`config.mk`:
```
export PLATFORM = sky130hd
export DESIGN_NAME = demux_registrado
export DESIGN_NICKNAME = d
export VERILOG_FILES = /design/src/rtl/demux_registrado_pkg.sv /design/src/rtl/demux_canal.sv /design/src/rtl/demux_registrado.sv
export SDC_FILE = /design/constraint.sdc
export NUM_CORES = 1
export LEC_CHECK = 0
export ABC_AREA = 1
export CAP_MARGIN = 20
export CORE_MARGIN = 2
export CORE_UTILIZATION = 42
export DETAILED_ROUTE_END_ITERATION = 10
export GPL_TIMING_DRIVEN = 0
export PLACE_DENSITY = 0.88
export SLEW_MARGIN = 10
export SYNTH_ARGS = -nofsm -noshare
export SYNTH_HDL_FRONTEND = slang
export SYNTH_SLANG_ARGS = --single-unit
```
`constraint.sdc`:
```
create_clock -name clk -period 1.45 [get_ports clk]
set_input_delay 0.145 -clock clk [delete_from_list [all_inputs] [get_ports clk]]
set_output_delay 0.145 -clock clk [all_outputs]
set_load 0.05 [all_outputs]
```
`src/rtl/demux_registrado_pkg.sv`:
```
// Shared defaults and helpers for the registered 1-to-N demultiplexer.
`ifndef DEMUX_REGISTRADO_PKG_SV
`define DEMUX_REGISTRADO_PKG_SV

package demux_registrado_pkg;

    // Default geometry of the block
    localparam int DATA_BITS_DEF   = 4;
    localparam int NUM_SALIDAS_DEF = 4;
    localparam int CNT_BITS_DEF    = 8;

    // Selector width for n channels; never narrower than one bit
    function automatic int sel_width(input int n);
        return (n > 1) ? $clog2(n) : 1;
    endfunction

endpackage

`endif

```
`src/rtl/demux_canal.sv`:
```
// One output lane: a single-word holding register with its valid flag.
// The lane can take a new word when empty, or when full and its consumer
// drains it in the same cycle (pass-through refill, no bubble).
module demux_canal #(
    parameter int DATA_BITS = 4
) (
    input  logic                 clk,
    input  logic                 reset,
    input  logic                 cargar,
    input  logic [DATA_BITS-1:0] dato,
    input  logic                 listo,
    output logic [DATA_BITS-1:0] dato_canal,
    output logic                 valido,
    output logic                 puede_tomar
);

    logic [DATA_BITS-1:0] dato_reg;
    logic [DATA_BITS-1:0] dato_next;
    logic                 valido_reg;
    logic                 valido_next;

    // Next-state: a load wins over a drain; data holds while empty
    always_comb begin
        dato_next   = dato_reg;
        valido_next = valido_reg;
        if (cargar) begin
            dato_next   = dato;
            valido_next = 1'b1;
        end else if (valido_reg && listo) begin
            valido_next = 1'b0;
        end
    end

    // Lane state register; reset discards the held word outright
    always_ff @(posedge clk) begin
        if (reset) begin
            dato_reg   <= '0;
            valido_reg <= 1'b0;
        end else begin
            dato_reg   <= dato_next;
            valido_reg <= valido_next;
        end
    end

    assign dato_canal  = dato_reg;
    assign valido      = valido_reg;
    // Ready may depend combinationally on the consumer, never the reverse
    assign puede_tomar = !valido_reg || listo;

endmodule

```
`src/rtl/demux_registrado.sv`:
```
// Registered 1-to-N demultiplexer with per-lane valid/ready flow control.
// Words addressed to a lane that does not exist are swallowed, counted in a
// saturating drop counter and flagged with a sticky error bit.
module demux_registrado
    import demux_registrado_pkg::*;
#(
    parameter int  DATA_BITS   = DATA_BITS_DEF,
    parameter int  NUM_SALIDAS = NUM_SALIDAS_DEF,
    parameter int  CNT_BITS    = CNT_BITS_DEF,
    localparam int SEL_BITS    = sel_width(NUM_SALIDAS)
) (
    input  logic                             clk,
    input  logic                             reset,
    input  logic                             enb,
    input  logic [DATA_BITS-1:0]             entrada,
    input  logic [SEL_BITS-1:0]              selector,
    input  logic                             valido_entrada,
    output logic                             listo_entrada,
    output logic [NUM_SALIDAS*DATA_BITS-1:0] salidas,
    output logic [NUM_SALIDAS-1:0]           validos_salida,
    input  logic [NUM_SALIDAS-1:0]           listos_salida,
    output logic                             error_sel,
    output logic [CNT_BITS-1:0]              contador_descartes
);

    // Channel count widened by one bit so the range test never truncates
    localparam logic [SEL_BITS:0]   NUM_SAL_W = (SEL_BITS + 1)'(NUM_SALIDAS);
    localparam logic [CNT_BITS-1:0] CNT_MAX   = '1;

    logic                   sel_ok;
    logic                   puede_sel;
    logic                   transfiere;
    logic                   descarta;
    logic [NUM_SALIDAS-1:0] sel_onehot;
    logic [NUM_SALIDAS-1:0] puede_vec;
    logic [NUM_SALIDAS-1:0] carga_vec;

    logic                   error_sel_reg;
    logic                   error_sel_next;
    logic [CNT_BITS-1:0]    contador_reg;
    logic [CNT_BITS-1:0]    contador_next;

    // Only meaningful when the channel count is not a power of two
    assign sel_ok = ({1'b0, selector} < NUM_SAL_W);

    // Decode the selector into one load strobe per existing lane
    genvar gi;
    generate
        for (gi = 0; gi < NUM_SALIDAS; gi++) begin : g_canal
            assign sel_onehot[gi] = (selector == SEL_BITS'(gi));
            assign carga_vec[gi]  = transfiere && sel_onehot[gi];

            demux_canal #(
                .DATA_BITS (DATA_BITS)
            ) u_canal (
                .clk         (clk),
                .reset       (reset),
                .cargar      (carga_vec[gi]),
                .dato        (entrada),
                .listo       (listos_salida[gi]),
                .dato_canal  (salidas[gi*DATA_BITS +: DATA_BITS]),
                .valido      (validos_salida[gi]),
                .puede_tomar (puede_vec[gi])
            );
        end
    endgenerate

    // Can-take of the addressed lane; zero when no lane matches
    assign puede_sel = |(puede_vec & sel_onehot);

    // A bad selector is always accepted so the producer never stalls on it
    assign listo_entrada = enb && (sel_ok ? puede_sel : 1'b1);
    assign transfiere    = valido_entrada && listo_entrada && sel_ok;
    assign descarta      = valido_entrada && enb && !sel_ok;

    // Drop bookkeeping: sticky flag and saturating counter
    always_comb begin
        error_sel_next = error_sel_reg;
        contador_next  = contador_reg;
        if (descarta) begin
            error_sel_next = 1'b1;
            if (contador_reg != CNT_MAX) begin
                contador_next = contador_reg + 1'b1;
            end
        end
    end

    // Drop bookkeeping registers
    always_ff @(posedge clk) begin
        if (reset) begin
            error_sel_reg <= 1'b0;
            contador_reg  <= '0;
        end else begin
            error_sel_reg <= error_sel_next;
            contador_reg  <= contador_next;
        end
    end

    assign error_sel          = error_sel_reg;
    assign contador_descartes = contador_reg;

endmodule

```
==> metrics, run 1 <==
Fmax=0.7102 GHz; Post-DP Area=0.001445 mm²; Worst Setup Path Type=flop to output port; Hold Crit Class=input pin to flop; pre-CTS setup slack=-0.6700 ns; cells on worst reg2reg path=9; first-pass GRT wire length=3229 µm; io pins=44; Detail Placement HPWL=1628 µm; vias post-DR=927; CTS Buffer Depth=2; synthesis-stage register bit count=20; Critical Path AT=1.26 ns; worst r2r src=g_canal[3].u_canal.valido; count of buffers from port buffering=33; DRC viols=0; Antenna Nets Post-Route=0; P_leak=0.8386 nW; Clock Latency Late Sink=0.31 ns; M1 WL=926 µm; Hold Slack=0.3041 ns; sequential fraction of the synthesis area=38.23%; cell area power density=824.4 mW/mm²; routed wl met3=147 µm; final slew viol count=0; CTS Sinks=20; Non-Filler Cell Area, Final=0.001460 mm²; Setup Fix Bufs, Post-CTS=0; largest net degree at the start of global routing=12; Site Rows=18; status=finished, final reports clean; final setup fails=0; post-synthesis cell area=0.001047 mm²; DR top layer=met4; DR vias/cell=4.120; synth warn=0; antenna fix cells=0; TNS Setup=0 ns; fin cells=225; Hold Vio Cnt, Final=0; RSZ-0062 raised after global routing=false; root buffer cell=clkbuf_4; Least-Margin Pin Slew=0.5137 ns; die area=0.002909 mm²; area grow syn2layout=39.43%; Die Wd=53.94 µm; nets=210; CP startpoint kind=flop; worst-path fanout max=2; WL/cell=9.347 µm; max FFs per register=16; die height=53.94 µm; layout cells sized above 1=18.97%; initial antenna violation count=0; Critical Path RT=1.31 ns; Final Util=60.59%; Inst Count DP=221; Final Skew=0.008609 ns; relative max-transition margin=65.89%; starting density of the core=43.46%; worst vdd ir=0.5600 mV; met2 WL=1002 µm; core area=0.002410 mm²; Netlist cell types=14; gpl congestion=0.7099; Syn Area/Cell=6.982 µm²; Congestion Overflow GR=0; Syn Inst Count=150; final WL=2103 µm; overall power=1.204 mW; Critical Path End Type=output port; Reg clk slew, reported paths=0.12 ns; minimum clock period=1.408 ns; CTS tree=built; hold path start=enb; max-cap viol count=0; drt pass-1 iters=4; DR iter-0 viols=12; final worst slack=0.04200 ns; Worst Hold Depth=3; gr usage total=15.59%; vias in the first global route=781; Worst setup startpoint=g_canal[2].u_canal.valido; Tcrit/Tclk final=97.10%; Inserted Clock Buffers=3; H-tree depth=1
[power breakdown]
part	internal [mW]	switching, mW	total [mW]
sequential	0.565	0.00741	0.573
clock	0.153	0.176	0.329
combinational	0.0957	0.206	0.302
[repair_timing]
action | 4_1_cts | 5_1_grt
endpoints found under the setup margin | 21 | 3
hold buffers | 0 | 0
pin swaps | 0 | 0
resized for setup | 29 | 4
[kinds of logic after synthesis]
logic type / share of synthesized area, %
flip-flops: 38.23
AND/OR/NAND/NOR: 38.95
buffers and inverters: 19.83
AO/OA/AOI/OAI: 2.629
other: 0.3581
[worst max-delay path: stages, from the launching register on]
cell	delay, ns
dfxtp_1	0.34
buf_4	0.10
dlygate4sd2_1	0.51
[layout make-up]
type                            count  area, µm²
Buffer                             15      110.1
Sequential cell                    20      402.9
Inverter                           26      97.59
Clock buffer                        4      36.28
Tap cell                           30      37.54
Timing Repair Buffer               33      301.5
Fill cell                         234      949.7
Multi-Input combinational cell     97      474.2
[cells in the final DEF, fill, tap and decap left out]
cell	Yosys	routed
conb_1	1	9
clkdlybuf4s15_1	0	1
clkbuf_2	1	1
buf_4	14	15
inv_1	22	22
nor2_2	2	3
clkdlybuf4s50_1	0	10
clkbuf_8	0	1
nor2_1	33	32
nand2_1	41	40
nand2_8	1	1
nand2_2	2	3
dlygate4sd2_1	0	21
o21a_1	1	1
dfxtp_1	20	18
clkbuf_4	0	3
dfxtp_2	0	2
inv_2	4	4
nand4_4	4	4
a21oi_1	4	4
[path summary, 6_finish.rpt]
kind                                            to  slack (ns)
setup / recovery                 validos_salida[2]        0.04
hold / removal           g_canal[0].u_canal.valido        0.30
hold reg to reg          g_canal[2].u_canal.valido        0.50
setup reg to reg  g_canal[2].u_canal.dato_canal[2]        0.26
[cell usage after synthesis]
cell      instances  area [µm²]
nand2_8           1       20.02
nor2_2            2       12.51
conb_1            1       3.750
nand4_4           4       85.08
buf_4            14       105.1
inv_2             4       15.01
nor2_1           33       123.9
clkbuf_2          1       5.000
nand2_1          41       153.9
a21oi_1           4       20.02
dfxtp_1          20       400.4
inv_1            22       82.58
o21a_1            1       7.510
nand2_2           2       12.51
[layer usage]
| metal | vias up | global-route usage, % |
|---|---|---|
| li1 | 503 | - |
| met1 | 390 | 18.97 |
| met2 | 30 | 26.42 |
| met3 | 4 | 2.500 |
| met4 | 0 | 7.692 |
| met5 | - | 0 |
No activity file was read; power rests on OpenSTA's default activity.
==> run 2, diff against run 1 <==
--- a/config.mk
+++ b/config.mk
@@ -9,8 +9,10 @@
 export CAP_MARGIN = 20
 export CORE_MARGIN = 2
 export CORE_UTILIZATION = 42
+export CTS_BUF_LIST = sky130_fd_sc_hd__clkbuf_8 sky130_fd_sc_hd__clkbuf_16
 export DETAILED_ROUTE_END_ITERATION = 10
 export GPL_TIMING_DRIVEN = 0
+export MAX_ROUTING_LAYER = met4
 export PLACE_DENSITY = 0.88
 export SLEW_MARGIN = 10
 export SYNTH_ARGS = -nofsm -noshare
==> metrics, run 2 (synthesized netlist as in run 1, its figures left out) <==
status=finished, final reports clean (unchanged); Final Util=61.11% (was 60.59%); Die Wd=53.94 µm (unchanged); Post-DP Area=0.001445 mm² (unchanged); WL/cell=9.333 µm (was 9.347 µm); first-pass GRT wire length=3305 µm (was 3229 µm); DRC viols=0 (unchanged); Non-Filler Cell Area, Final=0.001473 mm² (was 0.001460 mm²); Hold Slack=0.3655 ns (was 0.3041 ns); # resized after CTS=29 (unchanged); Sw Pwr=0.3974 mW (was 0.3894 mW); most common cell after layout, fill and taps aside=nand2_1 (unchanged); CTS Buffer Depth=2 (unchanged); CTS Sinks=20 (unchanged); root buffer cell=clkbuf_8 (was clkbuf_4); cell area power density=882.6 mW/mm² (was 824.4 mW/mm²); Sw Share=30.57% (was 32.35%); worst-path fanout max=2 (unchanged); CTS tree=built (unchanged); Reg clk slew, reported paths=0.07 ns (was 0.12 ns); core area=0.002410 mm² (unchanged); Inserted Clock Buffers=3 (unchanged); starting density of the core=43.46% (unchanged); Comb power frac=23.2% (was 25.1%); vias in the first global route=790 (was 781); leading cell types in the layout, fill and taps excluded=41 x nand2_1, 32 x nor2_1, 22 x inv_1, 22 x dlygate4sd2_1, 20 x dfxtp_1 (was 40 x nand2_1, 32 x nor2_1, 22 x inv_1); Tcrit/Tclk final=93.10% (was 97.10%); final WL=2100 µm (was 2103 µm); Congestion Overflow GR=0 (unchanged); max FFs per register=16 (unchanged); Detail Placement HPWL=1628 µm (unchanged); Critical Path RT=1.31 ns (about the same); initial antenna violation count=0 (unchanged); Critical Path AT=1.20 ns (was 1.26 ns); Clock Latency Late Sink=0.26 ns (was 0.31 ns); Critical Path End Type=output port (unchanged); nets=210 (unchanged); CP startpoint kind=flop (unchanged); vias post-DR=939 (was 927); Clk network pwr share=32.8% (was 27.3%); Antenna Nets Post-Route=0 (unchanged); gr usage total=16.52% (was 15.59%); Fmax=0.7408 GHz (was 0.7102 GHz); Hold Vio Cnt, Final=0 (unchanged); DR iter-0 viols=21 (was 12); gpl congestion=0.7180 (was 0.7099); Seq pwr share=44.0% (was 47.6%); io pins=44 (unchanged); count of buffers from port buffering=33 (unchanged); antenna fix cells=0 (unchanged); Site Rows=18 (unchanged); worst vdd ir=0.6988 mV (was 0.5600 mV); largest net degree at the start of global routing=12 (unchanged); P_leak=0.8486 nW (was 0.8386 nW); die height=53.94 µm (unchanged); final slew viol count=0 (unchanged); drt pass-1 iters=4 (unchanged); Int Pwr=0.9024 mW (was 0.8143 mW); Final Skew=0.0009100 ns (was 0.008609 ns); minimum clock period=1.350 ns (was 1.408 ns); max-cap viol count=0 (unchanged); area grow syn2layout=40.62% (was 39.43%); H-tree depth=1 (unchanged); Hold Crit Class=input pin to flop (unchanged); DR vias/cell=4.173 (was 4.120); relative max-transition margin=65.86% (was 65.89%); Worst Setup Path Type=flop to output port (unchanged); layout cells sized above 1=17.44% (was 18.97%); final setup fails=0 (unchanged); Setup Fix Bufs, Post-CTS=0 (unchanged); Least-Margin Pin Slew=0.5142 ns (was 0.5137 ns); RSZ-0062 raised after global routing=false (unchanged); cts hold-fix bufs=0 (unchanged); die area=0.002909 mm² (unchanged)
-- run 2: cell count changes in the layout (fill, tap and decap cells not counted), sizes merged --
cell / previous run / this run
clkdlybuf4s15: 1 / 0
dlygate4sd2: 21 / 22
-- run 2: metal layers --
metal / wire, µm / up-vias / part of all wire (%) / GRT usage, %
met2: 992 / 36 / 47 / 27.64
li1: - / 504 / - / -
met1: 885 / 394 / 42 / 18.80
met3: 177 / 5 / 8.4 / 2.500
met5: 0 / - / 0 / -
met4: 45 / 0 / 2.1 / 8.974
-- run 2: critical path, stage by stage (launching register included) --
cell and delay (ns):
dfxtp_1 0.33, buf_4 0.10, dlygate4sd2_1 0.51
-- run 2: per-stage QoR --
| stage | setup slack [ns] | power [mW] | cells | setup TNS (ns) |
|---|---|---|---|---|
| 2_1_floorplan | 0.3716 | 0.8065 | 158 | 0 |
| 3_3_place_gp | -0.6766 | 0.8962 | 221 | -4.358 |
| 3_5_place_dp | -0.6700 | 0.8999 | 221 | -4.740 |
| 4_1_cts | 0.08647 | 1.315 | 225 | 0 |
| 5_1_grt | 0.04388 | 1.357 | 225 | 0 |
| 6_report | 0.1000 | 1.300 | 225 | 0 |
-- run 2: power groups by stage --
stage / logic, mW / registers, mW / clock network, mW
finish: 0.301 / 0.572 / 0.426
global placement: 0.311 / 0.585 / 0
CTS: 0.303 / 0.572 / 0.439
global route: 0.324 / 0.574 / 0.459
floorplan: 0.174 / 0.632 / 0
detailed placement: 0.314 / 0.586 / 0
-- run 2: cell type report --
| type | instances | area [µm²] |
|---|---|---|
| timing repair buffer | 33 | 300.3 |
| buffer | 15 | 110.1 |
| multi-input combinational | 97 | 471.7 |
| clock buffer | 4 | 55.05 |
| inverter | 26 | 97.59 |
| tap | 30 | 37.54 |
| fill | 230 | 937.1 |
| sequential | 20 | 400.4 |
-- run 2: path summary, 6_finish.rpt --
path,from,end,slack [ns],cells past startpoint
max,g_canal[1].u_canal.valido,validos_salida[1],0.10,2
min,enb,g_canal[1].u_canal.valido,0.37,3
max reg2reg,g_canal[3].u_canal.valido,g_canal[2].u_canal.dato_canal[2],0.26,9
min reg2reg,g_canal[2].u_canal.valido,g_canal[2].u_canal.valido,0.49,2
